--- config.mk ---
export PLATFORM = sky130hd
export DESIGN_NAME = idli_ibuf_m
export DESIGN_NICKNAME = d
export VERILOG_FILES = /design/src/rtl/idli_ibuf_m.sv
export SDC_FILE = /design/constraint.sdc
export NUM_CORES = 1
export LEC_CHECK = 0
export CORE_MARGIN = 5
export CORE_UTILIZATION = 45
export DETAILED_ROUTE_END_ITERATION = 16
export GPL_ROUTABILITY_DRIVEN = 0
export PLACE_DENSITY = 0.69
export SYNTH_ARGS = -nofsm -noshare
export SYNTH_HDL_FRONTEND = slang
export SYNTH_SLANG_ARGS = --single-unit
--- constraint.sdc ---
create_clock -name i_ib_gck -period 6 [get_ports i_ib_gck]
set_clock_uncertainty 0.1 [all_clocks]
set_input_delay 1.2 -clock i_ib_gck [delete_from_list [all_inputs] [get_ports i_ib_gck]]
set_output_delay 1.2 -clock i_ib_gck [all_outputs]
set_load 0.1 [all_outputs]
--- src/rtl/idli_ibuf_m.sv ---
// Instruction fetch buffer: assembles slice-serial encodings into words and
// queues up to DEPTH of them, each tagged with an immediate hint, for decode.
module idli_ibuf_m #(
  parameter  int unsigned SLICE_W = 4,
  parameter  int unsigned WORD_W  = 16,
  parameter  int unsigned DEPTH   = 2,
  localparam int unsigned SLICES  = WORD_W / SLICE_W,
  localparam int unsigned CTR_W   = $clog2(SLICES),
  localparam int unsigned CNT_W   = $clog2(DEPTH + 1)
) (
  input  logic               i_ib_gck,
  input  logic               i_ib_rst_n,
  input  logic [CTR_W-1:0]   i_ib_ctr,
  input  logic [SLICE_W-1:0] i_ib_slice,
  input  logic               i_ib_slice_vld,
  input  logic               i_ib_flush,
  input  logic               i_ib_pop,
  output logic               o_ib_rdy,
  output logic               o_ib_vld,
  output logic [WORD_W-1:0]  o_ib_enc,
  output logic               o_ib_imm,
  output logic [CNT_W-1:0]   o_ib_cnt,
  output logic               o_ib_ovf
);

  localparam int unsigned PTR_W = $clog2(DEPTH);

  if ((SLICE_W == 0) || (WORD_W % SLICE_W != 0) || (SLICES < 2) ||
      ((SLICES & (SLICES - 1)) != 0)) begin : g_bad_slices
    $error("idli_ibuf_m: WORD_W/SLICE_W must be an integral power of two >= 2");
  end
  if ((DEPTH < 2) || ((DEPTH & (DEPTH - 1)) != 0)) begin : g_bad_depth
    $error("idli_ibuf_m: DEPTH must be a power of two >= 2");
  end

  logic [WORD_W-1:0]         mem_q [DEPTH];
  logic [DEPTH-1:0]          imm_mem_q;
  logic [WORD_W-SLICE_W-1:0] asm_q;

  logic             word_ok_q, word_ok_d;
  logic             imm_pend_q, imm_pend_d;
  logic             ovf_q, ovf_d;
  logic [CNT_W-1:0] cnt_q, cnt_d;
  logic [PTR_W-1:0] wptr_q, wptr_d;
  logic [PTR_W-1:0] rptr_q, rptr_d;

  logic              ctr_first, ctr_last, complete, pop_acc, push;
  logic [WORD_W-1:0] full_word;

  always_comb begin
    ctr_first = (i_ib_ctr == '0);
    ctr_last  = (i_ib_ctr == CTR_W'(SLICES - 1));
    // Last slice is merged live rather than registered.
    full_word = {asm_q, i_ib_slice};
    complete  = !i_ib_flush && i_ib_slice_vld && ctr_last && word_ok_q;
    pop_acc   = !i_ib_flush && i_ib_pop && (cnt_q != '0);
    push      = complete && ((cnt_q != CNT_W'(DEPTH)) || pop_acc);

    word_ok_d  = word_ok_q;
    imm_pend_d = imm_pend_q;
    ovf_d      = ovf_q | (complete & ~push);
    cnt_d      = cnt_q;
    wptr_d     = wptr_q;
    rptr_d     = rptr_q;

    if (!i_ib_slice_vld)  word_ok_d = 1'b0;
    else if (ctr_first)   word_ok_d = 1'b1;

    if (push) begin
      wptr_d     = wptr_q + PTR_W'(1);
      imm_pend_d = !imm_pend_q && (&i_ib_slice);
    end
    if (pop_acc) rptr_d = rptr_q + PTR_W'(1);

    case ({push, pop_acc})
      2'b10:   cnt_d = cnt_q + CNT_W'(1);
      2'b01:   cnt_d = cnt_q - CNT_W'(1);
      default: cnt_d = cnt_q;
    endcase

    if (i_ib_flush) begin
      word_ok_d  = 1'b0;
      imm_pend_d = 1'b0;
      cnt_d      = '0;
      wptr_d     = '0;
      rptr_d     = '0;
    end
  end

  always_ff @(posedge i_ib_gck or negedge i_ib_rst_n) begin
    if (!i_ib_rst_n) begin
      word_ok_q  <= 1'b0;
      imm_pend_q <= 1'b0;
      ovf_q      <= 1'b0;
      cnt_q      <= '0;
      wptr_q     <= '0;
      rptr_q     <= '0;
    end else begin
      word_ok_q  <= word_ok_d;
      imm_pend_q <= imm_pend_d;
      ovf_q      <= ovf_d;
      cnt_q      <= cnt_d;
      wptr_q     <= wptr_d;
      rptr_q     <= rptr_d;
    end
  end

  // Slice assembly and FIFO storage carry no reset; validity lives in the counters.
  always_ff @(posedge i_ib_gck) begin
    if (i_ib_slice_vld) begin
      for (int unsigned k = 0; k < SLICES - 1; k++) begin
        if (i_ib_ctr == CTR_W'(k)) asm_q[(SLICES-2-k)*SLICE_W +: SLICE_W] <= i_ib_slice;
      end
    end
    if (push) begin
      mem_q[wptr_q]     <= full_word;
      imm_mem_q[wptr_q] <= imm_pend_q;
    end
  end

  always_comb begin
    o_ib_vld = (cnt_q != '0);
    o_ib_rdy = (cnt_q != CNT_W'(DEPTH));
    o_ib_cnt = cnt_q;
    o_ib_ovf = ovf_q;
    o_ib_enc = o_ib_vld ? mem_q[rptr_q] : '0;
    o_ib_imm = o_ib_vld && imm_mem_q[rptr_q];
  end

endmodule

==> results.yml <==
timing:
  setup_viol: 0
  finalCritPeriodShare_pct: 68.9
  drv_slew: 0
  timing.fmax_mhz: 242
  relSlewSlack_pct: 23.1
  tns_ns: 0
  max_slew.worst_pin.slew_ns: 1.15
  rsz0062_at_grt: "false"
  hold_viol_final: 0
  min_period_ns: 4.13
global_route:
  grt_usage_pct: 11.1
  grt_pass1_vias: 1161
  antenna_found_initial: 0
  grt_pass1_wl_mm: 5.32
  grt_start_max_net_pins: 19
  overflow: 0
drt:
  wl_mm: 3.27
  drt.antenna.violating_nets: 0
  drc_errors: 0
  wl_per_cell_um: 14.5
  first_pass_iters: 4
  via_per_inst: 5.05
  drt-initial-drc-count: 30
  num_vias: 1136
clock_network:
  holdBufCountCts: 0
  cts_tree: "yes"
  clk_pin_slew_worst_paths_ns: 0.09
  cts_setup_buffers: 0
  cts-htree-levels: 2
  clockBufferDepth: 2
  cts_resized: 0
  cts-root-buf: "clkbuf_8"
  cts.sinks: 53
  insertion_delay_ns: 0.29
  cts_made_buffers: 5
finish:
  final_nets: 181
  drive_gt1_share_pct: 11.1
  syn_to_final_growth_pct: 22.3
  n_antenna_cell: 0
  instances_no_fill: 225
worst_setup_path:
  cpLargestDelayFamily: "simple AND/OR/NAND/NOR gates"
  path_class: "reg2out"
  crit_path_end_kind: "output port"
  cpPeakStageDelay_ns: 1.01
  cp-start-kind: "register"
  worstPathCellList: "nor2_1 > nor2_1 > clkdlybuf4s50_1"
  crit_buf_inv: 1
  cp_common_cell: "nor2_1"
  critPathMaxFanout: 18
  required_ns: 4.70
  cp_num_cells: 3
  crit_path_top_delay_cell: "clkdlybuf4s50_1"
  cp.arrival_ns: 2.83
  reg2reg_depth: 4
place:
  placed_cells: 217
  port_buffers: 32
power:
  p_clk_share_pct: 34.8
  p_per_area_nw_per_um2: 252
  power_frac_seq_pct: 62.0
  p_leak_nw: 0.887
  p_int_mw: 0.536
  p_comb_share_pct: 3.2
  ir_drop_v: 0.000100
  switchingPower_mw: 0.121
  swShare_pct: 18.3
logic_synthesis:
  synth-edff-count: 46
  synthCells: 134
  yosysMostFrequentCell: "edfxtp_1"
  avgSynthCellArea_um2: 15.9
  syn_area_um2: 2130
  synth_top_area_share_pct: 64.8
  synthTopCellsByArea: "edfxtp_1, mux2i_1, dfrtp_1"
  syn-num-nets: 145
  synth.distinct_cells: 32
  synth-seq-cells: 53
  dominantRegCellSynth: "edfxtp_1"
  ys_seq_area_share_pct: 73.0
  yosys_warnings: 0
  async_flop_share_pct: 13.2
  synth_common_cells: "edfxtp_1, nor2_1, mux2i_1"
  synth_top_area_cell: "edfxtp_1"
job:
  cap_violations: 0
die:
  fp.dieH_um: 78.9
  ioPinCount: 33
  die-area_um2: 6220
  initial_utilization_pct: 45.8
  coreArea_um2: 4660
  fp.dieW_um: 78.9
  rows: 25
hold_path:
  holdPathStages: 0
  hold_path_class: "reg2reg"
run_status:
  outcome: "completed"
metrics by stage:
stage | instance area [µm²] | hold WS [ns] | power (mW) | setup slack (ns) | util (%)
floorplan | 2130 | 0.321 | 0.423 | 1.84 | -
global placement | 2500 | 0.323 | 0.436 | 2.17 | 53.6
detailed placement | 2500 | 0.332 | 0.437 | 2.14 | 53.6
CTS | 2610 | 0.353 | 0.663 | 1.80 | 56.0
global route | 2610 | 0.358 | 0.676 | 1.64 | 56.0
finish | 2610 | 0.351 | 0.657 | 1.87 | 56.0
kinds of logic after synthesis:
logic type	Yosys count	share of synthesized area [%]
multiplexers	19	9.15
XOR/XNOR	1	0.411
AO/OA/AOI/OAI	9	4.05
flip-flops	53	73.0
buffers and inverters	8	2.23
AND/OR/NAND/NOR	44	11.2
layer usage:
metal	up-vias	global-route usage [%]	part of all wire (%)
met1	533	12.2	42
met5	-	0	0
met4	0	5.15	1.6
met3	5	2.49	4.6
met2	28	20.5	52
li1	570	-	-
worst register-to-register path, stage by stage (launching register included):
cell	delay, ns
dfrtp_1	0.50
nand2b_4	0.22
o211ai_4	0.11
nor2_1	0.11
buf_4	0.26
final timing paths:
kind,slack (ns),from,end
min in group asynchronous,1.07,i_ib_rst_n,wptr_q
setup reg to reg,4.39,o_ib_cnt[0],mem_q[0][8]
hold reg to reg,0.35,asm_q[8],mem_q[1][12]
max in group asynchronous,4.46,i_ib_rst_n,word_ok_q
hold / removal,0.35,asm_q[8],mem_q[1][12]
setup / recovery,1.87,o_ib_cnt[1],o_ib_enc[3]
registers in the layout (all words and copies together), names as in the netlist:
name        count
wptr_q          1
rptr_q          1
imm_pend_q      1
o_ib_cnt        2
mem_q          32
asm_q          12
word_ok_q       1
imm_mem_q       2
o_ib_ovf        1
final cells by class:
cell class                      instances  area [µm²]
Clock buffer                            5        68.8
Clock inverter                          3        41.3
Fill cell                             369        2050
Inverter                                3        11.3
Multi-Input combinational cell         73         529
Sequential cell                        53        1560
Tap cell                               54        67.6
Timing Repair Buffer                   34         335
power groups by stage:
stage | logic [mW] | registers [mW] | clock network, mW
after global routing | 0.0226 | 0.408 | 0.246
after detailed placement | 0.0211 | 0.416 | 0
final | 0.0208 | 0.407 | 0.229
after CTS | 0.0211 | 0.407 | 0.234
after global placement | 0.0205 | 0.415 | 0
after floorplan | 0.00840 | 0.415 | 0
cells in the final DEF (no fill, tap or decap), types with 2 or more instances in the layout:
master / n
buf_4: 2
clkbuf_8: 5
clkdlybuf4s50_1: 32
dfrtp_1: 7
edfxtp_1: 46
inv_1: 3
mux2i_1: 18
nand2_1: 4
nand4_1: 2
nor2_1: 25
nor3b_1: 2
o211ai_1: 2
(Power assumes the default switching activity.)
